File: config.mk
export PLATFORM = sky130hd
export DESIGN_NAME = recon_frame_tx_flat
export DESIGN_NICKNAME = d
export VERILOG_FILES = /design/src/rtl/recon_frame_tx_pkg.sv /design/src/rtl/recon_frame_tx_if.sv /design/src/rtl/recon_frame_tx_hdr_pack.sv /design/src/rtl/recon_frame_tx.sv /design/src/flat_wrapper.sv
export SDC_FILE = /design/constraint.sdc
export NUM_CORES = 2
export LEC_CHECK = 0
export CORE_AREA = 2 2 610 612
export DETAILED_ROUTE_END_ITERATION = 16
export DIE_AREA = 0 0 612 614
export RECOVER_POWER = 25
export SLEW_MARGIN = 20
export SYNTH_ARGS = -nofsm -noshare
export SYNTH_HDL_FRONTEND = slang
export SYNTH_HIERARCHICAL = 1
export SYNTH_SLANG_ARGS = --single-unit
File: constraint.sdc
create_clock -name s_axis_clk -period 8.2 [get_ports s_axis_clk]
set_input_delay 1.23 -clock s_axis_clk [delete_from_list [all_inputs] [get_ports s_axis_clk]]
set_output_delay 1.23 -clock s_axis_clk [all_outputs]
set_load 0.005 [all_outputs]
File: src/rtl/recon_frame_tx_pkg.sv
// rtl/recon_frame_tx_pkg.sv - shared constants, recon header layout and FSM states
// Contents: header byte counts, func_type codes, recon_hdr_t (64b, LE on the wire),
// and the framer state enum.
package recon_frame_tx_pkg;

    localparam int ETH_HDR_BYTES   = 46;
    localparam int RECON_HDR_BYTES = 8;
    localparam int HDR_BYTES       = ETH_HDR_BYTES + RECON_HDR_BYTES;

    typedef enum logic [1:0] {
        FUNC_BITSTREAM = 2'b00,
        FUNC_RSVD_1    = 2'b01,
        FUNC_RSVD_2    = 2'b10,
        FUNC_RSVD_3    = 2'b11
    } func_type_t;

    // Declared MSB first so that func_type lands in bits [1:0].
    typedef struct packed {
        logic [31:0] size;
        logic        size_valid;
        logic [20:0] seq;
        logic [7:0]  id;
        func_type_t  func_type;
    } recon_hdr_t;

    typedef enum logic [2:0] {
        ST_IDLE,
        ST_HDR,
        ST_PAYLOAD,
        ST_FLUSH,
        ST_FLUSH_END
    } state_t;

endpackage

File: src/rtl/recon_frame_tx_if.sv
// rtl/recon_frame_tx_if.sv - byte-lane stream bundle used for payload input and framed output
// Signals: tdata, tkeep (lane enables, contiguous from lane 0), tvalid, tlast, tready.
// Modports: master drives data/valid/last, slave drives ready.
interface recon_frame_tx_if #(
    parameter int DATA_WIDTH = 512,
    parameter int KEEP_WIDTH = DATA_WIDTH / 8
);
    logic [DATA_WIDTH-1:0] tdata;
    logic [KEEP_WIDTH-1:0] tkeep;
    logic                  tvalid;
    logic                  tlast;
    logic                  tready;

    modport master (output tdata, output tkeep, output tvalid, output tlast, input tready);
    modport slave  (input tdata, input tkeep, input tvalid, input tlast, output tready);
endinterface

File: src/rtl/recon_frame_tx_hdr_pack.sv
// rtl/recon_frame_tx_hdr_pack.sv - combinational packer for the 64b recon header
// Inputs: hdr_id[7:0], hdr_size[31:0], hdr_seq[20:0], hdr_size_valid.
// Output: hdr (recon_hdr_t), func_type fixed to bitstream transfer.
module recon_hdr_pack
    import recon_frame_tx_pkg::*;
(
    input  logic [7:0]  hdr_id,
    input  logic [31:0] hdr_size,
    input  logic [20:0] hdr_seq,
    input  logic        hdr_size_valid,
    output recon_hdr_t  hdr
);

    assign hdr = '{size:       hdr_size,
                   size_valid: hdr_size_valid,
                   seq:        hdr_seq,
                   id:         hdr_id,
                   func_type:  FUNC_BITSTREAM};

endmodule

File: src/rtl/recon_frame_tx.sv
// rtl/recon_frame_tx.sv - segments a bitstream payload stream into Eth/IP/RMT + recon framed packets
// Ports: s_axis_clk, rst (sync, active-high); cmd_valid/cmd_ready/cmd_id/cmd_size start a transfer;
// cfg_eth_hdr (368b, byte 0 in [7:0]) sampled at command accept; s_axis payload in; m_axis framed out;
// stat_frames counts sent frames (wraps); err_size pulses on a size mismatch.
// Optional: RECON_TX_SIZE_CHECK_EN enables the accepted-byte counter driving err_size.
module recon_frame_tx
    import recon_frame_tx_pkg::*;
#(
    parameter int DATA_WIDTH  = 512,
    parameter int KEEP_WIDTH  = DATA_WIDTH / 8,
    parameter int FRAME_BEATS = 16
) (
    input  logic                       s_axis_clk,
    input  logic                       rst,
    input  logic                       cmd_valid,
    output logic                       cmd_ready,
    input  logic [7:0]                 cmd_id,
    input  logic [31:0]                cmd_size,
    input  logic [ETH_HDR_BYTES*8-1:0] cfg_eth_hdr,
    recon_frame_tx_if.slave            s_axis,
    recon_frame_tx_if.master           m_axis,
    output logic [15:0]                stat_frames,
    output logic                       err_size
);

    // Payload bytes that fit behind the headers in a frame's first beat.
    localparam int S_BYTES = KEEP_WIDTH - HDR_BYTES;
    localparam int CNT_W   = $clog2(KEEP_WIDTH) + 1;
    localparam int RES_W   = HDR_BYTES * 8;
    localparam int BEAT_W  = (FRAME_BEATS > 1) ? $clog2(FRAME_BEATS) : 1;

    function automatic logic [CNT_W-1:0] popcount(input logic [KEEP_WIDTH-1:0] k);
        logic [CNT_W-1:0] n;
        n = '0;
        for (int i = 0; i < KEEP_WIDTH; i++) begin
            n = n + CNT_W'(k[i]);
        end
        return n;
    endfunction

    function automatic logic [KEEP_WIDTH-1:0] keep_mask(input logic [CNT_W-1:0] n);
        logic [KEEP_WIDTH-1:0] m;
        for (int i = 0; i < KEEP_WIDTH; i++) begin
            m[i] = (CNT_W'(i) < n);
        end
        return m;
    endfunction

    state_t                     state;
    logic [7:0]                 id_q;
    logic [31:0]                size_q;
    logic [ETH_HDR_BYTES*8-1:0] eth_q;
    logic [20:0]                seq_q;
    logic [BEAT_W-1:0]          beat_cnt;
    logic [RES_W-1:0]           residue;
    logic [CNT_W-1:0]           res_cnt;

    logic [DATA_WIDTH-1:0]      m_tdata_q;
    logic [KEEP_WIDTH-1:0]      m_tkeep_q;
    logic                       m_tvalid_q;
    logic                       m_tlast_q;

    recon_hdr_t                 recon_hdr;
    logic                       load_en;
    logic                       in_fire;
    logic [CNT_W-1:0]           in_cnt;
    logic                       in_short;

    recon_hdr_pack u_hdr_pack (
        .hdr_id         (id_q),
        .hdr_size       (size_q),
        .hdr_seq        (seq_q),
        .hdr_size_valid (seq_q == 21'd0),
        .hdr            (recon_hdr)
    );

    assign load_en       = !m_tvalid_q || m_axis.tready;
    assign s_axis.tready = load_en && (state == ST_HDR || state == ST_PAYLOAD);
    assign in_fire       = s_axis.tvalid && s_axis.tready;
    assign in_cnt        = popcount(s_axis.tkeep);
    // A final beat this short fits entirely in the current output beat, so no residue beat follows.
    assign in_short      = (in_cnt <= CNT_W'(S_BYTES));

    assign m_axis.tdata  = m_tdata_q;
    assign m_axis.tkeep  = m_tkeep_q;
    assign m_axis.tvalid = m_tvalid_q;
    assign m_axis.tlast  = m_tlast_q;

    always_ff @(posedge s_axis_clk) begin
        if (rst) begin
            state      <= ST_IDLE;
            cmd_ready  <= 1'b0;
            id_q       <= '0;
            size_q     <= '0;
            eth_q      <= '0;
            seq_q      <= '0;
            beat_cnt   <= '0;
            residue    <= '0;
            res_cnt    <= '0;
            m_tdata_q  <= '0;
            m_tkeep_q  <= '0;
            m_tvalid_q <= 1'b0;
            m_tlast_q  <= 1'b0;
        end else begin
            // Output slot drains unless a new beat is loaded below.
            if (load_en) begin
                m_tvalid_q <= 1'b0;
            end

            case (state)
                ST_IDLE: begin
                    cmd_ready <= 1'b1;
                    if (cmd_valid && cmd_ready) begin
                        cmd_ready <= 1'b0;
                        id_q      <= cmd_id;
                        size_q    <= cmd_size;
                        eth_q     <= cfg_eth_hdr;
                        seq_q     <= '0;
                        state     <= ST_HDR;
                    end
                end

                ST_HDR, ST_PAYLOAD: begin
                    if (in_fire) begin
                        if (state == ST_HDR) begin
                            m_tdata_q <= {s_axis.tdata[S_BYTES*8-1:0], recon_hdr, eth_q};
                            beat_cnt  <= BEAT_W'(1);
                        end else begin
                            m_tdata_q <= {s_axis.tdata[S_BYTES*8-1:0], residue};
                            beat_cnt  <= beat_cnt + BEAT_W'(1);
                        end
                        m_tvalid_q <= 1'b1;
                        residue    <= s_axis.tdata[DATA_WIDTH-1:S_BYTES*8];

                        if (s_axis.tlast && in_short) begin
                            m_tkeep_q <= keep_mask(CNT_W'(HDR_BYTES) + in_cnt);
                            m_tlast_q <= 1'b1;
                            state     <= ST_IDLE;
                        end else begin
                            m_tkeep_q <= '1;
                            m_tlast_q <= 1'b0;
                            res_cnt   <= in_cnt - CNT_W'(S_BYTES);
                            if (s_axis.tlast) begin
                                state <= ST_FLUSH_END;
                            end else if (state == ST_HDR) begin
                                state <= (FRAME_BEATS == 1) ? ST_FLUSH : ST_PAYLOAD;
                            end else if (beat_cnt == BEAT_W'(FRAME_BEATS - 1)) begin
                                state <= ST_FLUSH;
                            end
                        end
                    end
                end

                ST_FLUSH, ST_FLUSH_END: begin
                    if (load_en) begin
                        m_tdata_q  <= {{(S_BYTES*8){1'b0}}, residue};
                        m_tkeep_q  <= keep_mask(res_cnt);
                        m_tlast_q  <= 1'b1;
                        m_tvalid_q <= 1'b1;
                        if (state == ST_FLUSH) begin
                            seq_q <= seq_q + 21'd1;
                            state <= ST_HDR;
                        end else begin
                            state <= ST_IDLE;
                        end
                    end
                end

                default: state <= ST_IDLE;
            endcase
        end
    end

    always_ff @(posedge s_axis_clk) begin
        if (rst) begin
            stat_frames <= '0;
        end else if (m_tvalid_q && m_axis.tready && m_tlast_q) begin
            stat_frames <= stat_frames + 16'd1;
        end
    end

`ifdef RECON_TX_SIZE_CHECK_EN
    logic [31:0] byte_cnt;
    logic        err_q;

    always_ff @(posedge s_axis_clk) begin
        if (rst) begin
            byte_cnt <= '0;
            err_q    <= 1'b0;
        end else begin
            err_q <= 1'b0;
            if (state == ST_IDLE && cmd_valid && cmd_ready) begin
                byte_cnt <= '0;
            end else if (in_fire) begin
                if (s_axis.tlast) begin
                    byte_cnt <= '0;
                    err_q    <= ((byte_cnt + 32'(in_cnt)) != size_q);
                end else begin
                    byte_cnt <= byte_cnt + 32'(in_cnt);
                end
            end
        end
    end

    assign err_size = err_q;
`else
    assign err_size = 1'b0;
`endif

endmodule
File: src/flat_wrapper.sv
// flat-port wrapper written by rule: the top's interface ports become plain ports
module recon_frame_tx_flat import recon_frame_tx_pkg::*;
#(
    parameter int DATA_WIDTH  = 512,
    parameter int KEEP_WIDTH  = DATA_WIDTH / 8,
    parameter int FRAME_BEATS = 16
)
  (s_axis_clk, rst, cmd_valid, cmd_ready, cmd_id, cmd_size, cfg_eth_hdr, stat_frames, err_size, s_axis_tdata, s_axis_tkeep, s_axis_tvalid, s_axis_tlast, s_axis_tready, m_axis_tdata, m_axis_tkeep, m_axis_tvalid, m_axis_tlast, m_axis_tready);
  recon_frame_tx_if #(.DATA_WIDTH(DATA_WIDTH), .KEEP_WIDTH(KEEP_WIDTH)) s_axis_i ();
  recon_frame_tx_if #(.DATA_WIDTH(DATA_WIDTH), .KEEP_WIDTH(KEEP_WIDTH)) m_axis_i ();
  input  logic s_axis_clk;
  input  logic rst;
  input  logic cmd_valid;
  output logic cmd_ready;
  input  logic [7:0] cmd_id;
  input  logic [31:0] cmd_size;
  input  logic [ETH_HDR_BYTES*8-1:0] cfg_eth_hdr;
  output logic [15:0] stat_frames;
  output logic err_size;
  input wire logic [$bits(s_axis_i.tdata)-1:0] s_axis_tdata;
  input wire logic [$bits(s_axis_i.tkeep)-1:0] s_axis_tkeep;
  input wire logic [$bits(s_axis_i.tvalid)-1:0] s_axis_tvalid;
  input wire logic [$bits(s_axis_i.tlast)-1:0] s_axis_tlast;
  output wire logic [$bits(s_axis_i.tready)-1:0] s_axis_tready;
  output wire logic [$bits(m_axis_i.tdata)-1:0] m_axis_tdata;
  output wire logic [$bits(m_axis_i.tkeep)-1:0] m_axis_tkeep;
  output wire logic [$bits(m_axis_i.tvalid)-1:0] m_axis_tvalid;
  output wire logic [$bits(m_axis_i.tlast)-1:0] m_axis_tlast;
  input wire logic [$bits(m_axis_i.tready)-1:0] m_axis_tready;
  assign s_axis_i.tdata = s_axis_tdata;
  assign s_axis_i.tkeep = s_axis_tkeep;
  assign s_axis_i.tvalid = s_axis_tvalid;
  assign s_axis_i.tlast = s_axis_tlast;
  assign s_axis_tready = s_axis_i.tready;
  assign m_axis_tdata = m_axis_i.tdata;
  assign m_axis_tkeep = m_axis_i.tkeep;
  assign m_axis_tvalid = m_axis_i.tvalid;
  assign m_axis_tlast = m_axis_i.tlast;
  assign m_axis_i.tready = m_axis_tready;
  recon_frame_tx #(.DATA_WIDTH(DATA_WIDTH), .KEEP_WIDTH(KEEP_WIDTH), .FRAME_BEATS(FRAME_BEATS)) u_core (.s_axis_clk(s_axis_clk), .rst(rst), .cmd_valid(cmd_valid), .cmd_ready(cmd_ready), .cmd_id(cmd_id), .cmd_size(cmd_size), .cfg_eth_hdr(cfg_eth_hdr), .s_axis(s_axis_i), .m_axis(m_axis_i), .stat_frames(stat_frames), .err_size(err_size));
endmodule
Word-level counts from Yosys, hierarchy flattened. Cells that the tools add are included.

Word-level logic and storage cells: 274. Register bits after elaboration: 1470.

$lt $le $gt $ge: 129. Mux-type cells: 31. Bitwise operators: 1. Reduce and logical (&&, ||, !) cells: 21. Equality and inequality tests: 10. Add/subtract/negate cells: 68.

Operators by type and width (number): two-way mux 512 bit (2); case mux 512 bit (2 select lines) (1); < comparator 6 x 7 -> 1 bit (first input constant) (64); adder 7 x 1 -> 7 bit (62); two-way mux 432 bit (1); < comparator 5 x 7 -> 1 bit (first input constant) (32); two-way mux 64 bit (3); case mux 64 bit (2 select lines) (1); < comparator 4 x 7 -> 1 bit (first input constant) (16); two-way mux 21 bit (3); < comparator 3 x 7 -> 1 bit (first input constant) (8); case mux 21 bit (2 select lines) (1); < comparator 1 x 7 -> 1 bit (first input constant) (4); < comparator 2 x 7 -> 1 bit (first input constant) (4); adder 21 x 1 -> 21 bit (second input constant) (1); logical NOT 21 bit (1); two-way mux 3 bit (7); adder 16 x 1 -> 16 bit (second input constant) (1); case mux 3 bit (3 select lines) (1); two-way mux 1 bit (8); inequality test 2 x 1 -> 1 bit (second input constant) (4); AND reduction 4 bit (2); adder 6 x 7 -> 7 bit (first input constant) (1); <= comparator 7 x 4 -> 1 bit (second input constant) (1); 19 further kinds (31).

Longest topological paths before layout.
Depth in word-level cells: 68. Depth in mapped cells: 23.

Cells and area by module. Netlist, hierarchy kept.

Modules (own cells, without submodules): recon_frame_tx (area each 56580.5 µm², instances 1, cells each 7177); recon_hdr_pack (area each 484.2 µm², instances 1, cells each 65).

Worst setup path after synthesis. Ideal clock, no wire load.

Path type: input-to-reg. Start: input port s_axis_tkeep[35]. End: register u_core.m_tkeep_q[38] (netlist: u_core/m_axis.tkeep[38]). Slack: 0.321 ns. Stages: 22. Data arrival time: 7.744 ns. Path through: inv_1 -> fa_1 -> inv_1 -> fa_1 -> fa_1 -> inv_1 -> fa_1 -> inv_1 -> fa_1 -> fa_1 -> fa_1 -> inv_1 -> fa_1 -> fa_1 -> xor2_1 -> ha_1 -> nor3_1 -> nor2_1 -> xnor3_1 -> a211oi_4 -> buf_4 -> a211oi_1.

Cells in the longest elaborated chain, start to end: 34.

RTL lines: start: declaration (RTL line flat_wrapper.sv:21) `input wire logic [$bits(s_axis_i.tkeep)-1:0] s_axis_tkeep;`; adder 7 x 1 -> 7 bit (*) (29 in a row) (RTL line recon_frame_tx.sv:36) `n = n + CNT_W'(k[i]);`; adder 6 x 7 -> 7 bit / <= comparator 7 x 4 -> 1 bit (equally long branches) (RTL line recon_frame_tx.sv:136, recon_frame_tx.sv:82); < comparator 6 x 7 -> 1 bit / logical AND 1 bit (equally long branches) (RTL line recon_frame_tx.sv:44, recon_frame_tx.sv:135); two-way mux 64 bit (*) (RTL line recon_frame_tx.sv:135) `if (s_axis.tlast && in_short) begin`; two-way mux 64 bit (*) (RTL line recon_frame_tx.sv:124) `if (in_fire) begin`; case mux 64 bit (2 select lines) (*) (RTL line recon_frame_tx.sv:110) `case (state)`; end signal: assignment (RTL line recon_frame_tx.sv:136) `m_tkeep_q <= keep_mask(CNT_W'(HDR_BYTES) + in_cnt);`; end signal: assignment (RTL line recon_frame_tx.sv:157) `m_tkeep_q <= keep_mask(res_cnt);`; end: declaration (RTL line recon_frame_tx.sv:59) `logic [KEEP_WIDTH-1:0] m_tkeep_q;`.

Every way passes the cells marked *; elsewhere a longest branch is shown, timed or not. The select of a mux whose other input is x is not followed. A chain may end at the register's enable or synchronous reset.

Worst setup path in the final report.
Start: input port s_axis_tkeep[35]. End: register u_core.m_tkeep_q[25] (netlist: u_core/m_axis.tkeep[25]).

Cells in the longest elaborated chain, start to end: 34.

RTL lines (RTL line): adder 7 x 1 -> 7 bit (*) (29 in a row) (recon_frame_tx.sv:36); adder 6 x 7 -> 7 bit / <= comparator 7 x 4 -> 1 bit (equally long branches) (recon_frame_tx.sv:136, recon_frame_tx.sv:82); < comparator 5 x 7 -> 1 bit / logical AND 1 bit (equally long branches) (recon_frame_tx.sv:44, recon_frame_tx.sv:135); two-way mux 64 bit (*) (recon_frame_tx.sv:135); two-way mux 64 bit (*) (recon_frame_tx.sv:124); case mux 64 bit (2 select lines) (*) (recon_frame_tx.sv:110).

Marks and branches as above.

==> run_results.csv <==
group,metric,value,unit
status,outcome,"finished with violations",
status,violations,"capacitance limit, slew limit",
sta,max_slew_margin,-184,%
pwr,p_switching,17500,uW
synth,synth_top_cell_by_area,"dfxtp_1",
clocking,clock-sinks,1470,
job,drv_cap,8,
sta,whs,0.445,ns
pwr,p_int,24400,uW
clocking,cts_made_buffers,183,
sta,layout_min_cycle_time,8.01,ns
detailed_routing,num_vias,56000,
setup_path,cp.required,8.89,ns
synth,synth-edff-count,0,
detailed_routing,first_iter_violations,4844,
worst_hold_path,hp-class,"flip-flop to flip-flop",
setup_path,r2r_cells,4,
placement,hpwl,244000,um
layout,final_area,84100,um2
layout,fin_util,22.7,%
layout,instances_no_fill,13700,
pwr,ir_worst_vdd,0.00168,V
layout,area_growth,47.4,%
detailed_routing,drc,0,
sta,finalMaxSlewViolations,694,
clocking,cts_root_buf,"clkbuf_16",
global_routing,grt_max_degree,190,
setup_path,r2r_slack,1.87,ns
layout,fill_cells,40900,
setup_path,start_kind,"input pin",
global_routing,grt_pass1_vias,51200,
detailed_routing,via_per_inst,4.09,
synth,async_reset_ff_share,0,%
detailed_routing,detail_route.wl_per_cell,23.2,um
setup_path,cp_max_fo,8,
clocking,postCtsHoldBufs,0,
sta,worst_pin_slew,4.25,ns
synth,yosysWarnings,6,
sta,finalHoldViolations,0,
setup_path,crit_path_end_kind,"flip-flop",
floorplan,rows,224,
global_routing,grt-ovfl-total,0,
floorplan,start_util,15.4,%
clocking,clk_pin_slew,0.07,ns
synth,avgSynthCellArea,7.88,um2
synth,ys_seq_area_share,51.6,%
pwr,p_leak,0.0277,uW
pwr,switching_share,41.8,%
synth,ys.flop_type,"dfxtp_1",
layout,drive_gt1_share,5.02,%
floorplan,io_pins,1587,
detailed_routing,detail-route-antenna-nets,0,
placement,placed_cells,13200,
layout,nets,9531,
synth,synth_seq_cells,1470,
floorplan,die_y,614,um
setup_path,crit_arrival,8.70,ns
clocking,clock_path_buffers,4,
sta,layout_setup_ws,0.194,ns
clocking,cts_max_level,4,
floorplan,die_area,376000,um2
synth,synthesis.area,57100,um2
global_routing,grt_pass1_wl,423000,um
sta,setup_violations,0,
synth,synth_area_leaders,"dfxtp_1 52%, nand2_1 17%, a21oi_1 7.7%",
pwr,clock_power_share,20.2,%
global_routing,antenna_found_initial,189,
clocking,cts_tree,"yes",
sta,max_freq,125,MHz
setup_path,endpoint,"u_core/m_axis.tkeep[25]",
setup_path,critPathKind,"input pin to flip-flop",
pwr,powerDensity,499,nW/um2
placement,post-place-ws,-0.673,ns
sta,fin_crit_sh,97.6,%
setup_path,r2r-end,"u_core/eth_q[65]",
sta,clock_skew,0.0565,ns
placement,gp_congestion,0.921,
setup_path,r2r-start,"u_core/state[2]",
placement,dpl-instance-area,77600,um2
floorplan,die_w,612,um
global_routing,grt_usage,16.0,%
detailed_routing,wirelength,318000,um
synth,netlist_instances,7242,
pwr,seq_power_share,24.1,%
pwr,p_comb_share,55.7,%
synth,synth_top_area_share,51.6,%
sta,rsz0062_at_grt,"yes",
detailed_routing,drtPass1Iterations,6,
setup_path,startpoint,"s_axis_tkeep[35]",
floorplan,fp.coreArea,370000,um2
synth,ys_types,60,
clocking,worstSkewPairLatency,0.87,ns
clocking,cts_setup_buffers,0,
placement,port_buffers,1585,
worst max-delay path, cell delays in order:
cell	delay, ns
clkdlybuf4s50_1	0.46
inv_1	0.05
fa_1	0.54
inv_1	0.05
fa_1	0.43
fa_1	0.54
inv_1	0.05
fa_1	0.56
inv_1	0.10
fa_1	0.54
fa_1	0.46
fa_1	0.56
inv_1	0.06
fa_1	0.52
fa_1	0.50
xor2_1	0.20
ha_1	0.23
nor3_1	0.27
nor2_1	0.10
xnor3_1	0.34
buf_4	0.19
a211oi_2	0.56
a211oi_1	0.16
registers in the layout, indices dropped and copies added, names as in the netlist:
signal	flops
u_core/m_axis.tkeep	64
u_core/state	3
u_core/residue	432
u_core/m_axis.tdata	512
u_core/m_axis.tlast	1
u_core/seq_q	21
u_core/res_cnt	7
u_core/m_axis.tvalid	1
u_core/eth_q	368
u_core/id_q	8
u_core/beat_cnt	4
u_core/cmd_ready	1
u_core/stat_frames	16
u_core/size_q	32
through the flow:
stage	power [uW]	TNS [ns]
after detailed placement	33700	-31.68
after global placement	33600	-26.23
after global routing	44900	-0.00376
final	41900	0
after CTS	42300	0
after floorplan	21000	0
how the worst min path moves through the flow:
stage | startpoint | cells past startpoint | to
2_1_floorplan | u_core/eth_q[0] | 2 | u_core/eth_q[0]
3_3_place_gp | u_core/eth_q[108] | 2 | u_core/eth_q[108]
3_5_place_dp | u_core/eth_q[130] | 2 | u_core/eth_q[130]
4_1_cts | u_core/eth_q[235] | 2 | u_core/m_axis.tdata[235]
5_1_grt | u_core/eth_q[235] | 2 | u_core/m_axis.tdata[235]
6_report | u_core/eth_q[235] | 2 | u_core/m_axis.tdata[235]
cell usage in the layout (no fill, tap or decap), types with 28 or more instances in the layout:
master / instances
buf_4: 75
clkbuf_1: 31
o21ai_0: 34
dlygate4sd3_1: 172
a22oi_1: 83
nand2_1: 2595
clkinv_2: 35
fa_1: 54
a21oi_1: 883
inv_1: 113
diode_2: 129
a211oi_1: 28
clkbuf_16: 185
clkbuf_8: 38
dfxtp_1: 1470
nor2_1: 633
clkdlybuf4s50_1: 1412
a311oi_1: 449
area by class of cell:
type / instances / area [um2] / share of cell area [%]
antenna: 129 / 323 / 0.384
clock buffer: 251 / 5260 / 6.25
clock inverter: 83 / 988 / 1.18
inverter: 113 / 424 / 0.504
multi-input combinational: 5003 / 24500 / 29.1
sequential: 1470 / 29400 / 35.0
tap: 4972 / 6220 / 7.40
timing repair buffer: 1691 / 17000 / 20.2
per-layer routing:
metal  GRT usage, %  wire, um
met5              0       699
met4           7.54     14600
met3           6.76     34100
met2           24.6    142000
met1           19.1    127000
power groups by stage:
stage               clock network (uW)  registers [uW]  logic [uW]
floorplan                            0            9900       11100
global route                      8960           10200       25700
detailed placement                   0           10300       23400
global placement                     0           10300       23400
finish                            8470           10100       23400
CTS                               8700           10100       23500
kinds of logic after synthesis:
group           share of synthesized area, %
xor+xnor                               0.531
other cells                           0.0132
buf+inv                                 5.61
fa+ha+maj                               2.44
flops                                   51.6
mux                                    0.123
simple gates                            22.5
compound gates                          17.2
timing repair:
item / in CTS / in global routing
endpoints found under the hold margin: 0 / 0
setup endpoints to repair: 0 / 5
resized for setup: 0 / 1
Yosys cell counts, types with 4 or more instances:
master,n
or3_1,9
buf_4,66
nor2b_1,7
nor3_1,26
mux2i_1,7
xor2_1,26
fa_1,54
a221oi_1,8
o31ai_1,5
o21bai_1,11
and3_1,12
buf_2,39
ha_1,25
inv_1,113
a21oi_1,883
xnor2_1,6
dfxtp_1,1470
nand4_1,5
and2_1,8
buf_1,11
nor2_1,634
nand2_1,2596
o21a_1,4
a22oi_1,83
a311oi_1,449
a31oi_1,8
nand3_1,20
clkbuf_1,539
a211oi_1,28
o21ai_0,34
nand2b_1,6
nor4_1,7
Note: power is estimated with default switching activity, not from simulation.
